<file path="src/rtl/z_core_muldiv_unit.sv">
// Integer multiply/divide unit: one-cycle 2*XLEN multiply, radix-2 restoring divide,
// valid/ready handshakes on both sides, opaque tag passthrough and flush.
module z_core_muldiv_unit #(
   parameter int XLEN  = 32,
   parameter int TAG_W = 5
) (
   input  logic             clk,
   input  logic             rstn,
   input  logic             in_valid,
   output logic             in_ready,
   input  logic [2:0]       in_op,
   input  logic [XLEN-1:0]  in_a,
   input  logic [XLEN-1:0]  in_b,
   input  logic [TAG_W-1:0] in_tag,
   input  logic             flush,
   output logic             out_valid,
   input  logic             out_ready,
   output logic [XLEN-1:0]  out_data,
   output logic [TAG_W-1:0] out_tag,
   output logic             busy
);
   localparam int CNT_W = $clog2(XLEN + 1);
   localparam logic [XLEN-1:0] MIN_VAL = {1'b1, {(XLEN-1){1'b0}}};

   typedef enum logic [1:0] {
      ST_IDLE = 2'd0,
      ST_MUL  = 2'd1,
      ST_DIV  = 2'd2,
      ST_DONE = 2'd3
   } state_t;

   function automatic logic [XLEN-1:0] f_neg_if(input logic [XLEN-1:0] v, input logic neg);
      if (neg) f_neg_if = {XLEN{1'b0}} - v;
      else     f_neg_if = v;
   endfunction

   // Magnitude of a two's-complement value; MIN_VAL maps onto itself, which is its unsigned magnitude.
   function automatic logic [XLEN-1:0] f_mag(input logic [XLEN-1:0] v, input logic is_signed);
      f_mag = f_neg_if(v, is_signed & v[XLEN-1]);
   endfunction

   state_t             r_state;
   state_t             w_next;
   logic [1:0]         r_op;
   logic [XLEN-1:0]    r_a;
   logic [XLEN-1:0]    r_b;
   logic [TAG_W-1:0]   r_tag;
   logic [XLEN-1:0]    r_quo;
   logic [XLEN-1:0]    r_rem;
   logic [XLEN-1:0]    r_dvs;
   logic               r_neg_q;
   logic               r_neg_r;
   logic [CNT_W-1:0]   r_cnt;
   logic               r_out_valid;
   logic [XLEN-1:0]    r_out_data;

   logic               w_b_zero;
   logic               w_ovf;
   logic               w_special;
   logic               w_sdiv;
   logic [XLEN-1:0]    w_special_res;
   logic               w_a_sgn;
   logic               w_b_sgn;
   logic [2*XLEN-1:0]  w_mul_a;
   logic [2*XLEN-1:0]  w_mul_b;
   logic [2*XLEN-1:0]  w_prod;
   logic [XLEN-1:0]    w_mul_res;
   logic [XLEN:0]      w_trial;
   logic               w_ge;
   logic [XLEN-1:0]    w_rem_sub;
   logic               w_div_last;
   logic [XLEN-1:0]    w_div_res;

   assign in_ready  = (r_state == ST_IDLE);
   assign busy      = (r_state != ST_IDLE);
   assign out_valid = r_out_valid;
   assign out_data  = r_out_data;
   assign out_tag   = r_tag;

   // Signed ops are DIV (100) and REM (110); divide-by-zero and MIN/-1 bypass the iteration.
   assign w_sdiv    = ~in_op[0];
   assign w_b_zero  = (in_b == {XLEN{1'b0}});
   assign w_ovf     = w_sdiv & (in_a == MIN_VAL) & (in_b == {XLEN{1'b1}});
   assign w_special = in_op[2] & (w_b_zero | w_ovf);

   // Immediate result for the divide special cases.
   always_comb begin
      w_special_res = in_a;
      if (w_b_zero) begin
         if (in_op[1]) w_special_res = in_a;
         else          w_special_res = {XLEN{1'b1}};
      end else begin
         if (in_op[1]) w_special_res = {XLEN{1'b0}};
         else          w_special_res = in_a;
      end
   end

   assign w_a_sgn   = (r_op == 2'b01) | (r_op == 2'b10);
   assign w_b_sgn   = (r_op == 2'b01);
   assign w_mul_a   = {{XLEN{r_a[XLEN-1] & w_a_sgn}}, r_a};
   assign w_mul_b   = {{XLEN{r_b[XLEN-1] & w_b_sgn}}, r_b};
   assign w_prod    = w_mul_a * w_mul_b;
   assign w_mul_res = (r_op == 2'b00) ? w_prod[XLEN-1:0] : w_prod[2*XLEN-1:XLEN];

   // The partial remainder stays below the divisor, so the subtraction fits in XLEN bits.
   assign w_trial    = {r_rem, r_quo[XLEN-1]};
   assign w_ge       = (w_trial >= {1'b0, r_dvs});
   assign w_rem_sub  = w_trial[XLEN-1:0] - r_dvs;
   assign w_div_last = (r_cnt == CNT_W'(XLEN));
   assign w_div_res  = r_op[1] ? f_neg_if(r_rem, r_neg_r) : f_neg_if(r_quo, r_neg_q);

   // State register.
   always_ff @(posedge clk or negedge rstn) begin
      if (!rstn) r_state <= ST_IDLE;
      else       r_state <= w_next;
   end

   // Next-state logic; flush overrides everything.
   always_comb begin
      w_next = r_state;
      if (flush) begin
         w_next = ST_IDLE;
      end else begin
         case (r_state)
            ST_IDLE: begin
               if (in_valid) begin
                  if (!in_op[2])      w_next = ST_MUL;
                  else if (w_special) w_next = ST_DONE;
                  else                w_next = ST_DIV;
               end else begin
                  w_next = ST_IDLE;
               end
            end
            ST_MUL:  w_next = ST_DONE;
            ST_DIV: begin
               if (w_div_last) w_next = ST_DONE;
               else            w_next = ST_DIV;
            end
            ST_DONE: begin
               if (out_ready) w_next = ST_IDLE;
               else           w_next = ST_DONE;
            end
            default: w_next = ST_IDLE;
         endcase
      end
   end

   // Operand capture, divide iteration and registered result.
   always_ff @(posedge clk or negedge rstn) begin
      if (!rstn) begin
         r_op        <= 2'b00;
         r_a         <= {XLEN{1'b0}};
         r_b         <= {XLEN{1'b0}};
         r_tag       <= {TAG_W{1'b0}};
         r_quo       <= {XLEN{1'b0}};
         r_rem       <= {XLEN{1'b0}};
         r_dvs       <= {XLEN{1'b0}};
         r_neg_q     <= 1'b0;
         r_neg_r     <= 1'b0;
         r_cnt       <= {CNT_W{1'b0}};
         r_out_valid <= 1'b0;
         r_out_data  <= {XLEN{1'b0}};
      end else if (flush) begin
         r_cnt       <= {CNT_W{1'b0}};
         r_out_valid <= 1'b0;
      end else begin
         case (r_state)
            ST_IDLE: begin
               if (in_valid) begin
                  r_op    <= in_op[1:0];
                  r_a     <= in_a;
                  r_b     <= in_b;
                  r_tag   <= in_tag;
                  r_quo   <= f_mag(in_a, w_sdiv);
                  r_dvs   <= f_mag(in_b, w_sdiv);
                  r_rem   <= {XLEN{1'b0}};
                  r_neg_q <= w_sdiv & (in_a[XLEN-1] ^ in_b[XLEN-1]);
                  r_neg_r <= w_sdiv & in_a[XLEN-1];
                  r_cnt   <= {CNT_W{1'b0}};
                  if (w_special) begin
                     r_out_data  <= w_special_res;
                     r_out_valid <= 1'b1;
                  end
               end
            end
            ST_MUL: begin
               r_out_data  <= w_mul_res;
               r_out_valid <= 1'b1;
            end
            ST_DIV: begin
               if (w_div_last) begin
                  r_out_data  <= w_div_res;
                  r_out_valid <= 1'b1;
               end else begin
                  r_quo <= {r_quo[XLEN-2:0], w_ge};
                  r_rem <= w_ge ? w_rem_sub : w_trial[XLEN-1:0];
                  r_cnt <= r_cnt + CNT_W'(1);
               end
            end
            ST_DONE: begin
               if (out_ready) r_out_valid <= 1'b0;
            end
            default: r_out_valid <= 1'b0;
         endcase
      end
   end
endmodule

</file>
<file path="config.mk">
export PLATFORM = sky130hd
export DESIGN_NAME = z_core_muldiv_unit
export DESIGN_NICKNAME = d
export VERILOG_FILES = /design/src/rtl/z_core_muldiv_unit.sv
export SDC_FILE = /design/constraint.sdc
export NUM_CORES = 2
export LEC_CHECK = 0
export CAP_MARGIN = 20
export CORE_MARGIN = 2
export CORE_UTILIZATION = 40
export DETAILED_ROUTE_END_ITERATION = 10
export RECOVER_POWER = 50
export SYNTH_ARGS = -nofsm -noshare
export SYNTH_HDL_FRONTEND = slang
export SYNTH_SLANG_ARGS = --single-unit
</file>
<file path="constraint.sdc">
create_clock -name clk -period 9.8 [get_ports clk]
set_input_delay 1.96 -clock clk [delete_from_list [all_inputs] [get_ports clk]]
set_output_delay 1.96 -clock clk [all_outputs]
set_load 0.02 [all_outputs]
</file>
==> flow_summary.ini <==
[outcome]
status = finished, violations left
violations = max-capacitance violations, max-slew violations

[cells_and_area]
final_common_cell = inv_1
final_cell_mix = inv_1 (1273), fa_1 (1126), nand2_1 (990)
num_antenna_cells = 0
fin_nets = 7300
drive_above_1_share_pct = 4.56
final_area_um2 = 56100
area_delta_synth_final_pct = 7.52
post-route-util_pct = 43.4

[synthesis]
syn_area_per_cell_um2 = 8.82
synth_cells = 5922
ys.warnings.count = 0
ys_seq_elements = 209
synth_area_um2 = 52200
async_flop_share_pct = 100
yosysSeqAreaShare_pct = 10.0
synth.distinct_cells = 84
synth_fp_nets = 7382
synth-edff-count = 0
synthFlopType = dfrtp_1

[global_route]
grt_max_degree = 92
grt_pass1_wl_um = 254000
grt_pass1_vias = 43300
overflow = 0
antenna_found_initial = 13
gr-usage-all-layers_pct = 24.7

[clocking]
cts_tree = yes
post-cts-setup-buffer-count = 0
hold_buffers = 0
insertion_delay_ns = 0.56
clock_sinks = 209
cts_max_level = 1
cts_resized = 0
cts-root-buf = clkbuf_16
clockBufferDepth = 3
clk_pin_slew_worst_paths_ns = 0.06
cts_made_buffers = 27

[setup_path]
arrival_ns = 9.82
r2r_slack_ns = 0.41
reg2reg_to = out_data[30]$_DFFE_PN0P_
endpoint_kind = register
crit_required_ns = 10.23
crit_path_start_kind = register
reg2regPathDepth = 23
r2r_start = r_b[11]$_DFFE_PN0P_
critical_path_class = register to register
cp_max_fo = 21

[detailed_routing]
avgViaCountPerCell = 5.29
routedWlPerCell_um = 20.8
drt_pass1_iterations = 7
drt-initial-drc-count = 2854
vias = 40200
finalWirelength_um = 158000
postRouteAntennaNets = 0
drc = 0

[die]
initial_core_util_pct = 40.3
core-area_um2 = 129000
die_y_um = 365
die_w_um = 365
ios = 117
num_rows = 132
die-area_um2 = 133000

[place]
hpwl_um = 130000
placed_cell_area_um2 = 55200
place.gp.congestion = 0.950
io_buffers = 116
post-place-ws_ns = 0.554

[job]
max_cap_violations = 4

[sta]
timing.final.ws_setup_ns = 0.410
fmax_mhz = 106
rsz0062_at_grt = false
final.setup.tns_ns = 0
period_share_pct = 95.8
period_minus_slack_ns = 9.39
hold_viol_final = 0
drv_slew = 271
finClkSkew_ns = 0.0269
setup_violations = 0
maxSlewHeadroom_pct = -199
worstMarginPinSlew_ns = 4.49

[min_path]
holdPathStages = 1
min_to = r_cnt[5]$_DFFE_PN0P_
hold_class = register to register
hp-start = r_cnt[5]$_DFFE_PN0P_
## sequential cells by signal, indices dropped and copies added, names as in the netlist, 2 cells and up
name / flops
out_data: 32
r_cnt: 6
r_rem: 32
r_dvs: 31
r_quo: 32
r_b: 32
r_a: 32
r_state: 2
out_tag: 5
r_op: 2
## area by class of cell
| type | instances | area [um2] |
|---|---|---|
| Fill cell | 12800 | 73300 |
| Clock buffer | 30 | 687 |
| Tap cell | 1742 | 2180 |
| Inverter | 1274 | 4780 |
| Clock inverter | 18 | 233 |
| Multi-Input combinational cell | 4095 | 40900 |
| Sequential cell | 209 | 5240 |
| Timing Repair Buffer | 233 | 2150 |
## cell usage after synthesis, types with 19 or more instances
cell type / count / area (um2)
a21o_1: 29 / 218
a21oi_1: 184 / 921
a31oi_1: 25 / 156
and2_1: 278 / 1740
and3_1: 29 / 181
clkbuf_1: 324 / 1220
dfrtp_1: 209 / 5230
fa_1: 1126 / 22500
ha_1: 257 / 3220
inv_1: 1273 / 4780
maj3_1: 26 / 260
mux2_2: 64 / 721
nand2_1: 990 / 3720
nand2b_1: 21 / 131
nand4_1: 32 / 200
nor2_1: 161 / 604
nor3_1: 44 / 220
nor4_1: 19 / 119
o21ai_0: 234 / 1170
o31ai_1: 30 / 225
o41ai_1: 20 / 175
or3_1: 31 / 194
xnor2_1: 114 / 998
xor2_1: 95 / 832
## worst max-delay path: stages (launching register included)
cell	delay, ns
dfrtp_1	1.12
buf_4	0.37
nand2_1	0.09
fa_1	0.52
fa_1	0.58
inv_1	0.07
fa_1	0.46
fa_1	0.55
inv_1	0.06
fa_1	0.60
fa_1	0.53
fa_1	0.52
inv_1	0.05
fa_1	0.44
ha_1	0.52
nand4_1	0.17
nor2_1	0.24
o2111ai_1	0.15
a21oi_1	0.48
o211ai_1	0.28
a221oi_2	0.46
a21oi_1	0.16
or4b_1	0.58
o41ai_1	0.28
## worst max path at each step
stage / startpoint / slack, ns / end
after floorplan: r_op[1]$_DFFE_PN0P_ / 1.16 / out_data[30]$_DFFE_PN0P_
after global placement: r_b[18]$_DFFE_PN0P_ / 0.68 / out_data[30]$_DFFE_PN0P_
after detailed placement: r_b[11]$_DFFE_PN0P_ / 0.55 / out_data[30]$_DFFE_PN0P_
after CTS: r_b[18]$_DFFE_PN0P_ / 0.64 / out_data[30]$_DFFE_PN0P_
after global routing: r_op[1]$_DFFE_PN0P_ / 0.1 / out_data[30]$_DFFE_PN0P_
final: r_b[11]$_DFFE_PN0P_ / 0.41 / out_data[30]$_DFFE_PN0P_
## routing by layer
| layer | vias to the layer above | track usage (%) | part of all wire, % |
|---|---|---|---|
| met3 | 286 | 3.37 | 6.5 |
| met1 | 20900 | 33.0 | 42 |
| met5 | - | 0 | 0.065 |
| li1 | 17800 | - | - |
| met4 | 16 | 7.66 | 3.7 |
| met2 | 1327 | 41.4 | 48 |
## stage by stage
step	hold slack (ns)	cells
after floorplan	0.443	5922
after global placement	0.461	7549
after detailed placement	0.471	7550
after CTS	0.484	7598
after global routing	0.506	7601
final	0.480	7601
## logic make-up (layout without fill, tap and decap cells)
group	after synthesis	count (layout)	synth area share (%)
AO/OA/AOI/OAI	702	702	8.39
XOR/XNOR	209	209	3.51
adder cells (fa/ha/maj)	1409	1409	49.8
buffers and inverters	1618	1555	11.8
flip-flops	209	209	10.0
multiplexers	82	82	1.73
AND/OR/NAND/NOR	1693	1693	14.8
Power is left out: the tool's default activity adds up to more than one toggle a clock period on the data nets, which glitch-free logic cannot reach.
